[config.mk]
export PLATFORM = sky130hd
export DESIGN_NAME = dmem_arbiter_flat
export DESIGN_NICKNAME = d
export VERILOG_FILES = /design/src/rtl/dmem_arbiter_if.sv /design/src/rtl/dmem_arbiter.sv /design/src/flat_wrapper.sv
export SDC_FILE = /design/constraint.sdc
export NUM_CORES = 1
export LEC_CHECK = 0
export BUFFER_PORTS_ARGS = -buffer_cell sky130_fd_sc_hd__buf_2
export CORE_AREA = 4 4 88 90
export DETAILED_ROUTE_END_ITERATION = 16
export DIE_AREA = 0 0 92 94
export SYNTH_ARGS = -nofsm -noshare
export SYNTH_HDL_FRONTEND = slang
export SYNTH_SLANG_ARGS = --single-unit
[constraint.sdc]
create_clock -name clk -period 5.3 [get_ports clk]
set_input_delay 1.06 -clock clk [delete_from_list [all_inputs] [get_ports clk]]
set_output_delay 1.06 -clock clk [all_outputs]
set_load 0.02 [all_outputs]
[src/rtl/dmem_arbiter_if.sv]
// CPU, debug and memory-side signal bundle for dmem_arbiter.
// slave = arbiter view; master = the CPU/debug/memory environment around it.
interface dmem_arbiter_if #(
  parameter int AW = 10,
  parameter int DW = 32
);
  logic          cpu_req;
  logic          cpu_we;
  logic [AW-1:0] cpu_addr;
  logic [DW-1:0] cpu_wdata;
  logic          cpu_stall;
  logic [DW-1:0] cpu_rdata;
  logic          cpu_rvalid;

  logic          dbg_req;
  logic          dbg_we;
  logic [AW-1:0] dbg_addr;
  logic [DW-1:0] dbg_wdata;
  logic          dbg_lock;
  logic          dbg_gnt;
  logic [DW-1:0] dbg_rdata;
  logic          dbg_rvalid;

  logic          mem_en;
  logic          mem_we;
  logic [AW-1:0] mem_addr;
  logic [DW-1:0] mem_wdata;
  logic [DW-1:0] mem_rdata;

  modport slave (
    input  cpu_req, cpu_we, cpu_addr, cpu_wdata,
    input  dbg_req, dbg_we, dbg_addr, dbg_wdata, dbg_lock,
    input  mem_rdata,
    output cpu_stall, cpu_rdata, cpu_rvalid,
    output dbg_gnt, dbg_rdata, dbg_rvalid,
    output mem_en, mem_we, mem_addr, mem_wdata
  );

  modport master (
    output cpu_req, cpu_we, cpu_addr, cpu_wdata,
    output dbg_req, dbg_we, dbg_addr, dbg_wdata, dbg_lock,
    output mem_rdata,
    input  cpu_stall, cpu_rdata, cpu_rvalid,
    input  dbg_gnt, dbg_rdata, dbg_rvalid,
    input  mem_en, mem_we, mem_addr, mem_wdata
  );
endinterface

[src/rtl/dmem_arbiter.sv]
// Single-port data-memory arbiter: CPU (MEM stage) vs debug port, 0-cycle grant, 1-cycle load return.
// Define DMEM_ARB_LOCK_EN to let dbg_lock hold the memory for debug bursts (LOCKED state).
module dmem_arbiter #(
  parameter int MAX_WAIT = 8
) (
  input logic          clk,
  input logic          rst,
  dmem_arbiter_if.slave bus
);

  localparam int WW = (MAX_WAIT < 1) ? 1 : $clog2(MAX_WAIT + 1);

  typedef enum logic       {NORMAL, LOCKED} state_e;
  typedef enum logic [1:0] {OWN_NONE, OWN_CPU, OWN_DBG} owner_e;

  state_e        state_q;
  logic [WW-1:0] wait_q, wait_d;
  owner_e        rd_owner_q, rd_owner_d;

  logic locked, starved, cpu_gnt, dbg_gnt;

  always_comb begin
    locked  = (state_q == LOCKED);
    starved = (wait_q == WW'(MAX_WAIT));
    // Reset suppresses every grant so requests are ignored while rst is low.
    dbg_gnt = rst && bus.dbg_req && (locked || !bus.cpu_req || starved);
    cpu_gnt = rst && bus.cpu_req && !locked && !dbg_gnt;
  end

  always_comb begin
    wait_d = wait_q;
    if (locked || !bus.dbg_req || dbg_gnt) begin
      wait_d = '0;
    end else if (!starved) begin
      wait_d = wait_q + WW'(1);
    end

    rd_owner_d = OWN_NONE;
    if (cpu_gnt && !bus.cpu_we) begin
      rd_owner_d = OWN_CPU;
    end else if (dbg_gnt && !bus.dbg_we) begin
      rd_owner_d = OWN_DBG;
    end
  end

  always_ff @(posedge clk) begin
    if (!rst) begin
      state_q    <= NORMAL;
      wait_q     <= '0;
      rd_owner_q <= OWN_NONE;
    end else begin
      wait_q     <= wait_d;
      rd_owner_q <= rd_owner_d;
`ifdef DMEM_ARB_LOCK_EN
      case (state_q)
        NORMAL:  if (dbg_gnt && bus.dbg_lock) state_q <= LOCKED;
        LOCKED:  if (!bus.dbg_lock)           state_q <= NORMAL;
        default:                              state_q <= NORMAL;
      endcase
`else
      state_q <= NORMAL;
`endif
    end
  end

`ifndef DMEM_ARB_LOCK_EN
  logic unused_dbg_lock;
  assign unused_dbg_lock = bus.dbg_lock;
`endif

  assign bus.dbg_gnt   = dbg_gnt;
  assign bus.cpu_stall = rst && bus.cpu_req && !cpu_gnt;

  assign bus.mem_en    = cpu_gnt || dbg_gnt;
  assign bus.mem_we    = cpu_gnt ? bus.cpu_we    : (dbg_gnt && bus.dbg_we);
  assign bus.mem_addr  = dbg_gnt ? bus.dbg_addr  : bus.cpu_addr;
  assign bus.mem_wdata = dbg_gnt ? bus.dbg_wdata : bus.cpu_wdata;

  // Gating with rst kills a return that was in flight when reset hit.
  assign bus.cpu_rvalid = rst && (rd_owner_q == OWN_CPU);
  assign bus.dbg_rvalid = rst && (rd_owner_q == OWN_DBG);
  assign bus.cpu_rdata  = bus.mem_rdata;
  assign bus.dbg_rdata  = bus.mem_rdata;

endmodule
[src/flat_wrapper.sv]
// flat-port wrapper written by rule: the top's interface ports become plain ports
module dmem_arbiter_flat 
#(
  parameter int MAX_WAIT = 8
)
  (clk, rst, bus_cpu_req, bus_cpu_we, bus_cpu_addr, bus_cpu_wdata, bus_dbg_req, bus_dbg_we, bus_dbg_addr, bus_dbg_wdata, bus_dbg_lock, bus_mem_rdata, bus_cpu_stall, bus_cpu_rdata, bus_cpu_rvalid, bus_dbg_gnt, bus_dbg_rdata, bus_dbg_rvalid, bus_mem_en, bus_mem_we, bus_mem_addr, bus_mem_wdata);
  dmem_arbiter_if bus_i ();
  input logic clk;
  input logic rst;
  input wire logic [$bits(bus_i.cpu_req)-1:0] bus_cpu_req;
  input wire logic [$bits(bus_i.cpu_we)-1:0] bus_cpu_we;
  input wire logic [$bits(bus_i.cpu_addr)-1:0] bus_cpu_addr;
  input wire logic [$bits(bus_i.cpu_wdata)-1:0] bus_cpu_wdata;
  input wire logic [$bits(bus_i.dbg_req)-1:0] bus_dbg_req;
  input wire logic [$bits(bus_i.dbg_we)-1:0] bus_dbg_we;
  input wire logic [$bits(bus_i.dbg_addr)-1:0] bus_dbg_addr;
  input wire logic [$bits(bus_i.dbg_wdata)-1:0] bus_dbg_wdata;
  input wire logic [$bits(bus_i.dbg_lock)-1:0] bus_dbg_lock;
  input wire logic [$bits(bus_i.mem_rdata)-1:0] bus_mem_rdata;
  output wire logic [$bits(bus_i.cpu_stall)-1:0] bus_cpu_stall;
  output wire logic [$bits(bus_i.cpu_rdata)-1:0] bus_cpu_rdata;
  output wire logic [$bits(bus_i.cpu_rvalid)-1:0] bus_cpu_rvalid;
  output wire logic [$bits(bus_i.dbg_gnt)-1:0] bus_dbg_gnt;
  output wire logic [$bits(bus_i.dbg_rdata)-1:0] bus_dbg_rdata;
  output wire logic [$bits(bus_i.dbg_rvalid)-1:0] bus_dbg_rvalid;
  output wire logic [$bits(bus_i.mem_en)-1:0] bus_mem_en;
  output wire logic [$bits(bus_i.mem_we)-1:0] bus_mem_we;
  output wire logic [$bits(bus_i.mem_addr)-1:0] bus_mem_addr;
  output wire logic [$bits(bus_i.mem_wdata)-1:0] bus_mem_wdata;
  assign bus_i.cpu_req = bus_cpu_req;
  assign bus_i.cpu_we = bus_cpu_we;
  assign bus_i.cpu_addr = bus_cpu_addr;
  assign bus_i.cpu_wdata = bus_cpu_wdata;
  assign bus_i.dbg_req = bus_dbg_req;
  assign bus_i.dbg_we = bus_dbg_we;
  assign bus_i.dbg_addr = bus_dbg_addr;
  assign bus_i.dbg_wdata = bus_dbg_wdata;
  assign bus_i.dbg_lock = bus_dbg_lock;
  assign bus_i.mem_rdata = bus_mem_rdata;
  assign bus_cpu_stall = bus_i.cpu_stall;
  assign bus_cpu_rdata = bus_i.cpu_rdata;
  assign bus_cpu_rvalid = bus_i.cpu_rvalid;
  assign bus_dbg_gnt = bus_i.dbg_gnt;
  assign bus_dbg_rdata = bus_i.dbg_rdata;
  assign bus_dbg_rvalid = bus_i.dbg_rvalid;
  assign bus_mem_en = bus_i.mem_en;
  assign bus_mem_we = bus_i.mem_we;
  assign bus_mem_addr = bus_i.mem_addr;
  assign bus_mem_wdata = bus_i.mem_wdata;
  dmem_arbiter #(.MAX_WAIT(MAX_WAIT)) u_core (.clk(clk), .rst(rst), .bus(bus_i));
endmodule
# Word level (Yosys, flattened, before mapping)
# Cells that the tools add are included.
totals:
  ram_bits: 0
  n_memories: 0
  mem_bits_ro: 0
  input_bits: 123
  regBits: 6
  latch_bits: 0
  elab_cells: 34
  out_inout_bits: 112
op_classes:
  eq_ne: 3
  n_reduce_logical: 21
  n_lt_le_gt_ge: 0
  multipliers: 0
  n_addsub: 1
  n_shift: 0
  mux: 5
  bitwise_logic: 1
  div_mod_pow: 0
ops:
  columns: ["op", "count"]
  rows:
  - ["$mux 32", 1]
  - ["$logic_and 1x1->1", 10]
  - ["$mux 10", 1]
  - ["$logic_not 1->1", 6]
  - ["$add 4x1->4 const B", 1]
  - ["$eq 4x4->1 const B", 1]
  - ["$reduce_or 2->1", 2]
  - ["$logic_or 1x1->1", 3]
  - ["$eq 2x1->1 const B", 1]
  - ["$eq 2x2->1 const B", 1]
  - ["$mux 1", 2]
  - ["$mux 2", 1]
  - ["$not 1->1", 1]

# Longest topological paths before layout
# Gate-level depths: netlist (run 1).
depth:
  depth_word: 7
  mapped_depth: 6
  mapped_depth_nobuf: 5

# Worst setup path after synthesis (run 1)
# Ideal clock, no wire load.
synth_timing:
  path_type: "input port to output port"
  from: "input rst"
  to: "output bus_mem_addr[5]"
  t_arrival_ns: 2.031
  slack_ns: 2.209
  required_ns: 4.240
  stages: 4
  n_path_buf: 1
  cell_sequence: "nand2_2 -> a21oi_4 -> buf_6 -> mux2_1"
synth_via:
  elab_chain_len: 3
synth_lines:
  columns: ["element", "line_no", "text"]
  rows:
  - ["from (decl)", "flat_wrapper.sv:9", "input logic rst;"]
  - ["$logic_and 1x1->1 (2 in a row)", "dmem_arbiter.sv:26", "dbg_gnt = rst && bus.dbg_req && (locked || !bus.cpu_req || starved);"]
  - ["named net bus_dbg_gnt", "flat_wrapper.sv:23", "output wire logic [$bits(bus_i.dbg_gnt)-1:0] bus_dbg_gnt;"]
  - ["$mux 10", "dmem_arbiter.sv:76", "assign bus.mem_addr = dbg_gnt ? bus.dbg_addr : bus.cpu_addr;"]
  - ["to (decl)", "flat_wrapper.sv:28", "output wire logic [$bits(bus_i.mem_addr)-1:0] bus_mem_addr;"]
# The timed path passes the listed nets, and every way through them passes these cells.

# Final worst setup path (run 1)
layout_timing:
  from: "input rst"
  to: "output bus_mem_wdata[20]"
layout_via:
  elab_chain_len: 3
layout_lines:
  columns: ["element", "line_no", "text"]
  rows:
  - ["$logic_and 1x1->1 (2 in a row)", "dmem_arbiter.sv:26", null]
  - ["$mux 32", "dmem_arbiter.sv:77", "assign bus.mem_wdata = dbg_gnt ? bus.dbg_wdata : bus.cpu_wdata;"]
  - ["to (decl)", "flat_wrapper.sv:29", "output wire logic [$bits(bus_i.mem_wdata)-1:0] bus_mem_wdata;"]
# Every way passes these cells.

==> results of run 1 <==
-- cell type report --
class / instances / area (um^2)
Clock buffer: 3 / 41.3
Fill cell: 813 / 5410
Inverter: 4 / 15.0
Multi-Input combinational cell: 66 / 653
Sequential cell: 6 / 120
Tap cell: 99 / 124
Timing Repair Buffer: 138 / 693
-- flip-flops by register name, indices dropped and copies added (netlist names) --
register	flops
u_core.rd_owner_q	2
u_core.wait_q	4
-- kinds of logic after synthesis --
family          after synthesis
mux                          43
buf+inv                      72
fa+ha+maj                     2
simple gates                 17
xor+xnor                      2
compound gates                2
flops                         6
-- where the power goes --
| part | switching [mW] | leakage, nW | internal (mW) | total [mW] |
|---|---|---|---|---|
| Clock | 0.0194 | 0.0216 | 0.0488 | 0.0681 |
| Combinational | 0.0653 | 0.793 | 0.0599 | 0.125 |
| Sequential | 0.000529 | 0.0487 | 0.0464 | 0.0469 |
| Total | 0.0852 | 0.863 | 0.155 | 0.240 |
-- layer usage --
layer  vias to the layer above  track usage (%)
met3                        31             3.61
met4                         0             4.95
met2                        96             13.9
met5                         -                0
li1                        564                -
met1                       506             8.31
-- cells in the mapped netlist, types with 2 or more instances --
master,instances
mux2_1,12
inv_1,4
mux2_2,31
ha_1,2
buf_4,64
dfxtp_1,6
buf_6,4
nor3_1,5
nor2_1,2
and3_1,2
nand2_1,3
-- worst paths after layout --
check,endpoint,start,slack (ns),cells past startpoint
worst min-delay path,u_core.wait_q[0]$_SDFFE_PP0N_,u_core.wait_q[0]$_SDFFE_PP0N_,0.48,1
worst max-delay path,bus_mem_wdata[20],rst,1.73,6
worst min register to register,u_core.wait_q[0]$_SDFFE_PP0N_,u_core.wait_q[0]$_SDFFE_PP0N_,0.48,1
worst max register to register,u_core.rd_owner_q[1]$_SDFF_PP0_,u_core.wait_q[0]$_SDFFE_PP0N_,3.75,6
-- through the flow --
| step | power (mW) | cell area, um^2 | setup slack (ns) | util (%) | std cells |
|---|---|---|---|---|---|
| after floorplan | 0.186 | 1310 | 2.21 | - | 144 |
| after global placement | 0.173 | 1610 | 1.74 | 22.7 | 313 |
| after detailed placement | 0.174 | 1610 | 1.70 | 22.7 | 313 |
| after CTS | 0.245 | 1650 | 1.70 | 23.3 | 316 |
| after global routing | 0.258 | 1650 | 1.62 | 23.3 | 316 |
| final | 0.240 | 1650 | 1.73 | 23.3 | 316 |
-- critical path: cells and delay by family --
kind                   cells  cell delay (ns)
muxes                      1             0.42
buffers and inverters      3             0.76
and+or+nand+nor            1             0.11
AOI/OAI and AO/OA          1             0.11
==> impl_metrics.env, run 1 <==
export IMPL_outcome="finished clean"
export IMPL_antenna_cells=0
export IMPL_hold_path_class="flop to flop"
export IMPL_drive_gt1_share_pct=80.6
export IMPL_timing_fmax_mhz=280
export IMPL_die_area_um2=8650
export IMPL_vdd_drop_max_mv=0.0404
export IMPL_wl_met1_um=1320
export IMPL_timing_final_crit_share_pct=67.4
export IMPL_wl_met3_um=589
export IMPL_cp_start_kind="input pin"
export IMPL_ys_seq_elements=6
export IMPL_num_nets_final=344
export IMPL_worstSetupPathType="input pin to primary output"
export IMPL_via_per_inst=3.79
export IMPL_antenna_found_initial=0
export IMPL_synth_edff_count=0
export IMPL_drc=0
export IMPL_synth_compound_area_share_pct=1.81
export IMPL_area_delta_synth_final_pct=25.3
export IMPL_drv_slew=0
export IMPL_postRouteAntennaNets=0
export IMPL_grt_start_max_net_pins=47
export IMPL_synthAdderAreaFrac_pct=1.90
export IMPL_cts_buffer_depth=2
export IMPL_die_h_um=94
export IMPL_synth_top_family_by_area="buffers and inverters"
export IMPL_numClockSinks=6
export IMPL_grt_pass1_wl_um=5600
export IMPL_slew_headroom_pct=61.7
export IMPL_rsz0062_at_grt="no"
export IMPL_grt_use_total_pct=8.20
export IMPL_cts_hold_buf=0
export IMPL_post_synth_and_or_nand_nor_area_fraction_pct=7.81
export IMPL_dr_pass1_iters=2
export IMPL_clkTransAtPathRegs_ns=0.04
export IMPL_root_buffer="clkbuf_8"
export IMPL_ys_flop_type="dfxtp_1"
export IMPL_synth_nets=269
export IMPL_ios=235
export IMPL_mostFrequentLayoutCell="buf_2"
export IMPL_core_area_um2=7060
export IMPL_crit_slowest_cell="buf_4"
export IMPL_cp_max_fo=46
export IMPL_skew_ns=0.00245
export IMPL_async_reset_ff_share_pct=0
export IMPL_end_kind="primary output"
export IMPL_syn_instance_count=144
export IMPL_setup_viol=0
export IMPL_h_tree_depth=1
export IMPL_synth_xor_area_share_pct=1.33
export IMPL_initial_utilization_pct=18.6
export IMPL_slowest_delay_ns=0.46
export IMPL_grt_pass1_vias=1163
export IMPL_yosys_warnings=0
export IMPL_gp_congestion=0.655
export IMPL_numCtsBuffers=3
export IMPL_period_minus_slack_ns=3.57
export IMPL_vias=1197
export IMPL_synth_mux_area_share_pct=36.9
export IMPL_post_synth_top_area_cell="buf_4"
export IMPL_dr_wl_met2_um=1910
export IMPL_dr_first_iter_drc_count=10
export IMPL_holdWs_ns=0.477
export IMPL_fp_row_count=31
export IMPL_layout_common_cells="buf_2 (137), mux2_2 (31), mux2_1 (12)"
export IMPL_yosys_top_cells_area="buf_4 (37%), mux2_2 (27%), mux2_1 (10%), dfxtp_1 (9.1%), buf_6 (3.4%)"
export IMPL_synth_top_cell_area_share_pct=36.6
export IMPL_post_cts_buffers=0
export IMPL_die_w_um=92
export IMPL_critPathRequiredTime_ns=4.24
export IMPL_top_layer_used="met4"
export IMPL_p_leak_nw=0.863
export IMPL_path_common_cell="buf_2"
export IMPL_clock_latency_ns=0.22
export IMPL_grt_overflow=0
export IMPL_fin_setup_tns_ns=0
export IMPL_io_buffers=137
export IMPL_path_cells="buf_2 -> nand2_2 -> a21oi_4 -> buf_4 -> mux2_2 -> buf_2"
export IMPL_cts_tree="yes"
export IMPL_wl_per_cell_um=12.7
export IMPL_synth_avg_cell_area_um2=9.12
export IMPL_arrival_ns=2.51
export IMPL_synth_area_um2=1310
export IMPL_synth_distinct_cells=20
export IMPL_hold_violations=0
export IMPL_routed_wirelength_um=4010
export IMPL_ctsResizeCount=0
export IMPL_drv_cap=0
export IMPL_ys_seq_area_share_pct=9.14
export IMPL_dp_hpwl_um=3520
export IMPL_powerDensity_nw_per_um2=146
export IMPL_tightest_slew_ns=0.574
No activity file was read; power rests on OpenSTA's default activity.
==> run 2, diff against run 1 <==
--- a/config.mk
+++ b/config.mk
@@ -5,6 +5,7 @@
 export SDC_FILE = /design/constraint.sdc
 export NUM_CORES = 1
 export LEC_CHECK = 0
+export ABC_AREA = 1
 export BUFFER_PORTS_ARGS = -buffer_cell sky130_fd_sc_hd__buf_2
 export CORE_AREA = 4 4 88 90
 export DETAILED_ROUTE_END_ITERATION = 16
==> constraint.sdc (replaced) <==
create_clock -name clk -period 3.7 [get_ports clk]
set_input_delay 0.74 -clock clk [delete_from_list [all_inputs] [get_ports clk]]
set_output_delay 0.74 -clock clk [all_outputs]
set_load 0.02 [all_outputs]
==> impl_metrics.env, run 2 <==
export IMPL_ys_seq_elements=6
export IMPL_endpoint="bus_mem_wdata[18]"
export IMPL_end_kind="primary output"
export IMPL_synth_xor_area_share_pct=1.30
export IMPL_cts_buffer_depth=2
export IMPL_ys_seq_area_share_pct=8.89
export IMPL_dr_first_iter_drc_count=22
export IMPL_cp_depth=7
export IMPL_hold_violations=0
export IMPL_rsz0062_at_grt="no"
export IMPL_power_internal_uw=214
export IMPL_num_nets_final=439
export IMPL_fin_setup_tns_ns=0
export IMPL_synth_common_cells="nand2_1 (138), buf_4 (68), inv_1 (8), dfxtp_1 (6), nor2_1 (6)"
export IMPL_holdWs_ns=0.473
export IMPL_tightest_slew_ns=0.778
export IMPL_timing_fmax_mhz=354
export IMPL_clkTransAtPathRegs_ns=0.03
export IMPL_skew_ns=0.00262
export IMPL_p_comb_share_pct=52.9
export IMPL_synth_distinct_cells=16
export IMPL_initial_utilization_pct=19.1
export IMPL_largest_registers="u_core.wait_q: 4 flops, u_core.rd_owner_q: 2 flops"
export IMPL_ys_flop_type="dfxtp_1"
export IMPL_mostFrequentLayoutCell="nand2_1"
export IMPL_antenna_cells=0
export IMPL_cts_hold_buf=0
export IMPL_area_delta_synth_final_pct=23.3
export IMPL_regMostFlops="u_core.wait_q"
export IMPL_critPathRequiredTime_ns=2.96
export IMPL_power_total_uw=350
export IMPL_cp_max_fo=44
export IMPL_p_switching_uw=136
export IMPL_synthAdderAreaFrac_pct=1.85
export IMPL_powerDensity_nw_per_um2=210
export IMPL_post_synth_and_or_nand_nor_area_fraction_pct=42.8
export IMPL_crit_family="simple AND/OR/NAND/NOR gates"
export IMPL_path_cells="buf_2 -> nand2_1 -> inv_1 -> nand2_2 -> nand2_1 -> nand2_1 -> buf_2"
export IMPL_root_buffer="clkbuf_8"
export IMPL_ios=235
export IMPL_via_per_inst=3.70
export IMPL_p_sw_share_pct=38.9
export IMPL_vdd_drop_max_mv=0.170
export IMPL_async_reset_ff_share_pct=0
export IMPL_largest_reg_flops=4
export IMPL_io_buffers=137
export IMPL_yosys_warnings=0
export IMPL_path_common_cell="nand2_1"
export IMPL_crit_slowest_cell="nand2_2"
export IMPL_grt_pass1_vias=1436
export IMPL_routed_wirelength_um=4040
export IMPL_cts_tree="yes"
export IMPL_period_minus_slack_ns=2.83
export IMPL_die_h_um=94
export IMPL_pwr_share_seq_pct=19.2
export IMPL_numCtsBuffers=3
export IMPL_layout_common_cells="nand2_1 (138), buf_2 (137), inv_1 (8)"
export IMPL_synth_compound_area_share_pct=1.57
export IMPL_worstSetupPathType="input pin to primary output"
export IMPL_synth_mux_area_share_pct=0
export IMPL_clock_latency_ns=0.22
export IMPL_syn_instance_count=243
export IMPL_fill_cells=841
export IMPL_ctsResizeCount=0
export IMPL_synth_area_um2=1350
export IMPL_arrival_ns=2.09
export IMPL_timing_final_crit_share_pct=76.4
export IMPL_yosysMostFrequentCell="nand2_1"
export IMPL_dr_pass1_iters=6
export IMPL_reg2reg_depth=7
export IMPL_slew_headroom_pct=48.0
export IMPL_grt_overflow=0
export IMPL_drv_cap=0
export IMPL_drc=0
export IMPL_die_area_um2=8650
export IMPL_synth_top_cell_area_share_pct=38.3
export IMPL_reg2reg_slack_ns=1.97
export IMPL_slowest_delay_ns=0.58
export IMPL_post_synth_top_area_cell="nand2_1"
export IMPL_postRouteAntennaNets=0
export IMPL_h_tree_depth=1
export IMPL_p_leak_nw=1.11
export IMPL_die_w_um=92
export IMPL_hold_path_class="flop to flop"
export IMPL_gp_congestion=0.655
export IMPL_grt_use_total_pct=8.44
export IMPL_vias=1522
export IMPL_dp_hpwl_um=3400
export IMPL_numClockSinks=6
export IMPL_core_area_um2=7060
export IMPL_synth_edff_count=0
export IMPL_setup_viol=0
export IMPL_synth_nets=368
export IMPL_wl_per_cell_um=9.82
export IMPL_yosys_top_cells_area="nand2_1 (38%), buf_4 (38%), dfxtp_1 (8.9%), buf_6 (3.3%), inv_1 (2.2%)"
export IMPL_antenna_found_initial=0
export IMPL_grt_start_max_net_pins=45
export IMPL_r2r_start="u_core.wait_q[0]$_SDFFE_PP0N_"
export IMPL_cp_start_kind="input pin"
export IMPL_post_cts_buffers=0
export IMPL_drv_slew=0
export IMPL_grt_pass1_wl_um=6210
export IMPL_synth_avg_cell_area_um2=5.56
export IMPL_fp_row_count=31
export IMPL_startpoint="rst"
export IMPL_reg2reg_to="u_core.rd_owner_q[0]$_SDFF_PN0_"
export IMPL_cp_num_buf_inv=3
export IMPL_outcome="finished clean"
export IMPL_synth_top_family_by_area="buffers and inverters"
export IMPL_p_clk_share_pct=27.9
export IMPL_drive_gt1_share_pct=46.5
-- run 2: layout make-up --
cell class	instances	area [um^2]	share of cell area [%]
clock buffers	3	41.3	2.48
inverters	9	33.8	2.03
multi-input cells	156	642	38.5
flip-flops and latches	6	120	7.21
well taps	99	124	7.43
repair buffers	138	706	42.3
-- run 2: kinds of logic (layout without fill, tap and decap cells) --
logic type | Yosys count | count (layout)
DFF | 6 | 6
and+or+nand+nor | 150 | 150
xor gates and xnor gates | 2 | 2
buffers and inverters | 81 | 150
adders and majority gates | 2 | 2
AOI/OAI and AO/OA | 2 | 2
-- run 2: metrics by stage --
stage / area, um^2 / cells / utilization (%) / setup slack [ns]
2_1_floorplan: 1350 / 243 / - / 1.50
3_3_place_gp: 1630 / 408 / 23.0 / 0.883
3_5_place_dp: 1630 / 408 / 23.0 / 0.836
4_1_cts: 1670 / 411 / 23.6 / 0.832
5_1_grt: 1670 / 411 / 23.6 / 0.589
6_report: 1670 / 411 / 23.6 / 0.873
-- run 2: worst min path at each step --
stage,startpoint,endpoint,slack [ns],cells after the start
6_report,u_core.wait_q[0]$_SDFFE_PP0N_,u_core.wait_q[0]$_SDFFE_PP0N_,0.47,1
5_1_grt,u_core.wait_q[0]$_SDFFE_PP0N_,u_core.wait_q[0]$_SDFFE_PP0N_,0.50,1
4_1_cts,u_core.wait_q[0]$_SDFFE_PP0N_,u_core.wait_q[0]$_SDFFE_PP0N_,0.47,1
3_5_place_dp,u_core.wait_q[0]$_SDFFE_PP0N_,u_core.wait_q[0]$_SDFFE_PP0N_,0.46,1
3_3_place_gp,u_core.wait_q[0]$_SDFFE_PP0N_,u_core.wait_q[0]$_SDFFE_PP0N_,0.45,1
2_1_floorplan,u_core.wait_q[0]$_SDFFE_PP0N_,u_core.wait_q[0]$_SDFFE_PP0N_,0.43,1
-- run 2: layer usage --
layer  up-vias  track usage, %  routed length, um
li1        796               -                  -
met1       600            9.23               1500
met2        93            14.5               1870
met3        33            2.48                504
met4         0            4.83                166
met5         -               0                  0
-- run 2: worst register-to-register path, stage by stage, from the launching register on --
cell,delay (ns)
dfxtp_1,0.37
inv_1,0.06
ha_1,0.22
nand3_2,0.13
nand2_1,0.10
nand2_2,0.58
nand2_1,0.10
nor2_1,0.11
-- run 2: power groups by stage --
stage                     sequential, mW  clock, mW  combinational, mW
after floorplan                   0.0681          0              0.203
after global placement            0.0682          0              0.185
after detailed placement          0.0682          0              0.187
after CTS                         0.0672      0.101              0.188
after global routing              0.0674      0.105              0.206
final                             0.0673     0.0977              0.185
==> run 3, diff against run 2 <==
==> constraint.sdc (replaced) <==
create_clock -name clk -period 2.6 [get_ports clk]
set_input_delay 0.52 -clock clk [delete_from_list [all_inputs] [get_ports clk]]
set_output_delay 0.52 -clock clk [all_outputs]
set_load 0.02 [all_outputs]
==> impl_metrics.env, run 3 (same netlist as run 2, synthesis figures left out) <==
export IMPL_outcome="finished clean"
export IMPL_skew_ns=0.00106
export IMPL_timing_final_crit_share_pct=87.7
export IMPL_reg2reg_slack_ns=1.19
export IMPL_final_cell_area_um2=1680
export IMPL_fp_row_count=31
export IMPL_startpoint="u_core.wait_q[1]$_SDFFE_PP0N_"
export IMPL_endpoint="bus_mem_wdata[25]"
export IMPL_hold_violations=0
export IMPL_reg2reg_depth=8
export IMPL_dr_pass1_iters=4
export IMPL_h_tree_depth=1
export IMPL_cp_start_kind="flop"
export IMPL_drv_slew=0
export IMPL_dp_hpwl_um=3470
export IMPL_antenna_found_initial=0
export IMPL_r2r_start="u_core.wait_q[1]$_SDFFE_PP0N_"
export IMPL_cp_max_fo=25
export IMPL_clock_latency_ns=0.22
export IMPL_area_delta_synth_final_pct=24.1
export IMPL_rsz0062_at_grt="no"
export IMPL_cts_hold_buf=0
export IMPL_grt_pass1_wl_um=6320
export IMPL_postRouteAntennaNets=0
export IMPL_dp_worst_setup_slack_ns=0.498
export IMPL_numCtsBuffers=3
export IMPL_grt_start_max_net_pins=26
export IMPL_period_minus_slack_ns=2.28
export IMPL_tightest_slew_ns=0.248
export IMPL_setup_viol=0
export IMPL_largest_registers="u_core.wait_q: 4 flops, u_core.rd_owner_q: 2 flops"
export IMPL_grt_overflow=0
export IMPL_routed_wirelength_um=4050
export IMPL_numClockSinks=6
export IMPL_cts_buffer_depth=2
export IMPL_ctsResizeCount=0
export IMPL_postLayoutSetupSlackWorst_ns=0.321
export IMPL_final_util_pct=23.8
export IMPL_num_nets_final=442
export IMPL_drv_cap=0
export IMPL_p_leak_nw=1.12
export IMPL_worstSetupPathType="flop to primary output"
export IMPL_io_buffers=137
export IMPL_antenna_cells=0
export IMPL_core_area_um2=7060
export IMPL_grt_use_total_pct=8.78
export IMPL_ios=235
export IMPL_dr_first_iter_drc_count=11
export IMPL_drive_gt1_share_pct=47.0
export IMPL_layout_common_cells="nand2_1 (138), buf_2 (137), inv_1 (8)"
export IMPL_slew_headroom_pct=83.5
export IMPL_die_area_um2=8650
export IMPL_cts_tree="yes"
export IMPL_wl_per_cell_um=9.78
export IMPL_fin_setup_tns_ns=0
export IMPL_reg2reg_to="u_core.rd_owner_q[0]$_SDFF_PN0_"
export IMPL_largest_reg_flops=4
export IMPL_root_buffer="clkbuf_8"
export IMPL_regMostFlops="u_core.wait_q"
export IMPL_vias=1553
export IMPL_critPathRequiredTime_ns=2.08
export IMPL_post_cts_buffers=0
export IMPL_vdd_drop_max_mv=0.286
export IMPL_mostFrequentLayoutCell="nand2_1"
export IMPL_powerDensity_nw_per_um2=299
export IMPL_initial_utilization_pct=19.1
export IMPL_drc=0
export IMPL_timing_fmax_mhz=439
export IMPL_via_per_inst=3.75
export IMPL_gp_congestion=0.719
export IMPL_die_h_um=94
export IMPL_grt_pass1_vias=1447
export IMPL_die_w_um=92
export IMPL_hold_path_class="flop to flop"
export IMPL_end_kind="primary output"
export IMPL_dpl_cell_area_um2=1640
export IMPL_arrival_ns=1.76
export IMPL_power_total_uw=501
export IMPL_clkTransAtPathRegs_ns=0.04
## run 3: changes by cell type in the layout (fill, tap and decap cells not counted)
cell,delta
buf_12,-1
buf_4,+4
## run 3: cell type report
class / count / area [um^2]
Tap cell: 99 / 124
Clock buffer: 3 / 41.3
Multi-Input combinational cell: 156 / 642
Inverter: 9 / 33.8
Sequential cell: 6 / 120
Fill cell: 836 / 5380
Timing Repair Buffer: 141 / 716
## run 3: worst min-delay path by stage
stage	start	to	slack [ns]	cells past startpoint
after floorplan	u_core.wait_q[0]$_SDFFE_PP0N_	u_core.wait_q[0]$_SDFFE_PP0N_	0.43	1
after global routing	bus_cpu_we	u_core.rd_owner_q[0]$_SDFF_PN0_	0.47	2
after detailed placement	u_core.wait_q[0]$_SDFFE_PP0N_	u_core.wait_q[0]$_SDFFE_PP0N_	0.45	1
after CTS	u_core.wait_q[0]$_SDFFE_PP0N_	u_core.wait_q[0]$_SDFFE_PP0N_	0.46	1
after global placement	u_core.wait_q[0]$_SDFFE_PP0N_	u_core.wait_q[0]$_SDFFE_PP0N_	0.45	1
final	u_core.wait_q[0]$_SDFFE_PP0N_	u_core.wait_q[0]$_SDFFE_PP0N_	0.46	1
## run 3: power breakdown
group | internal [mW] | switching [mW] | total [mW]
clock | 0.0995 | 0.0412 | 0.141
combinational | 0.111 | 0.154 | 0.264
sequential | 0.0945 | 0.00133 | 0.0958
total | 0.305 | 0.196 | 0.501
## run 3: through the flow
step	hold slack, ns	cells
4_1_cts	0.459	414
5_1_grt	0.466	414
2_1_floorplan	0.430	243
3_3_place_gp	0.449	411
3_5_place_dp	0.450	411
6_report	0.457	414
## run 3: routing by layer
layer	part of all wire, %	track usage, %
met3	13	3.61
met1	35	9.33
met5	0	0
met4	4.4	4.46
met2	47	15.0
## run 3: worst max-delay path: stages (launching register included)
cell and delay (ns):
dfxtp_1 0.38, inv_1 0.06, ha_1 0.20, nand3_2 0.13
nand2_1 0.09, nand2_2 0.07, buf_4 0.25, nand2_1 0.08
nand2_1 0.09, buf_2 0.17
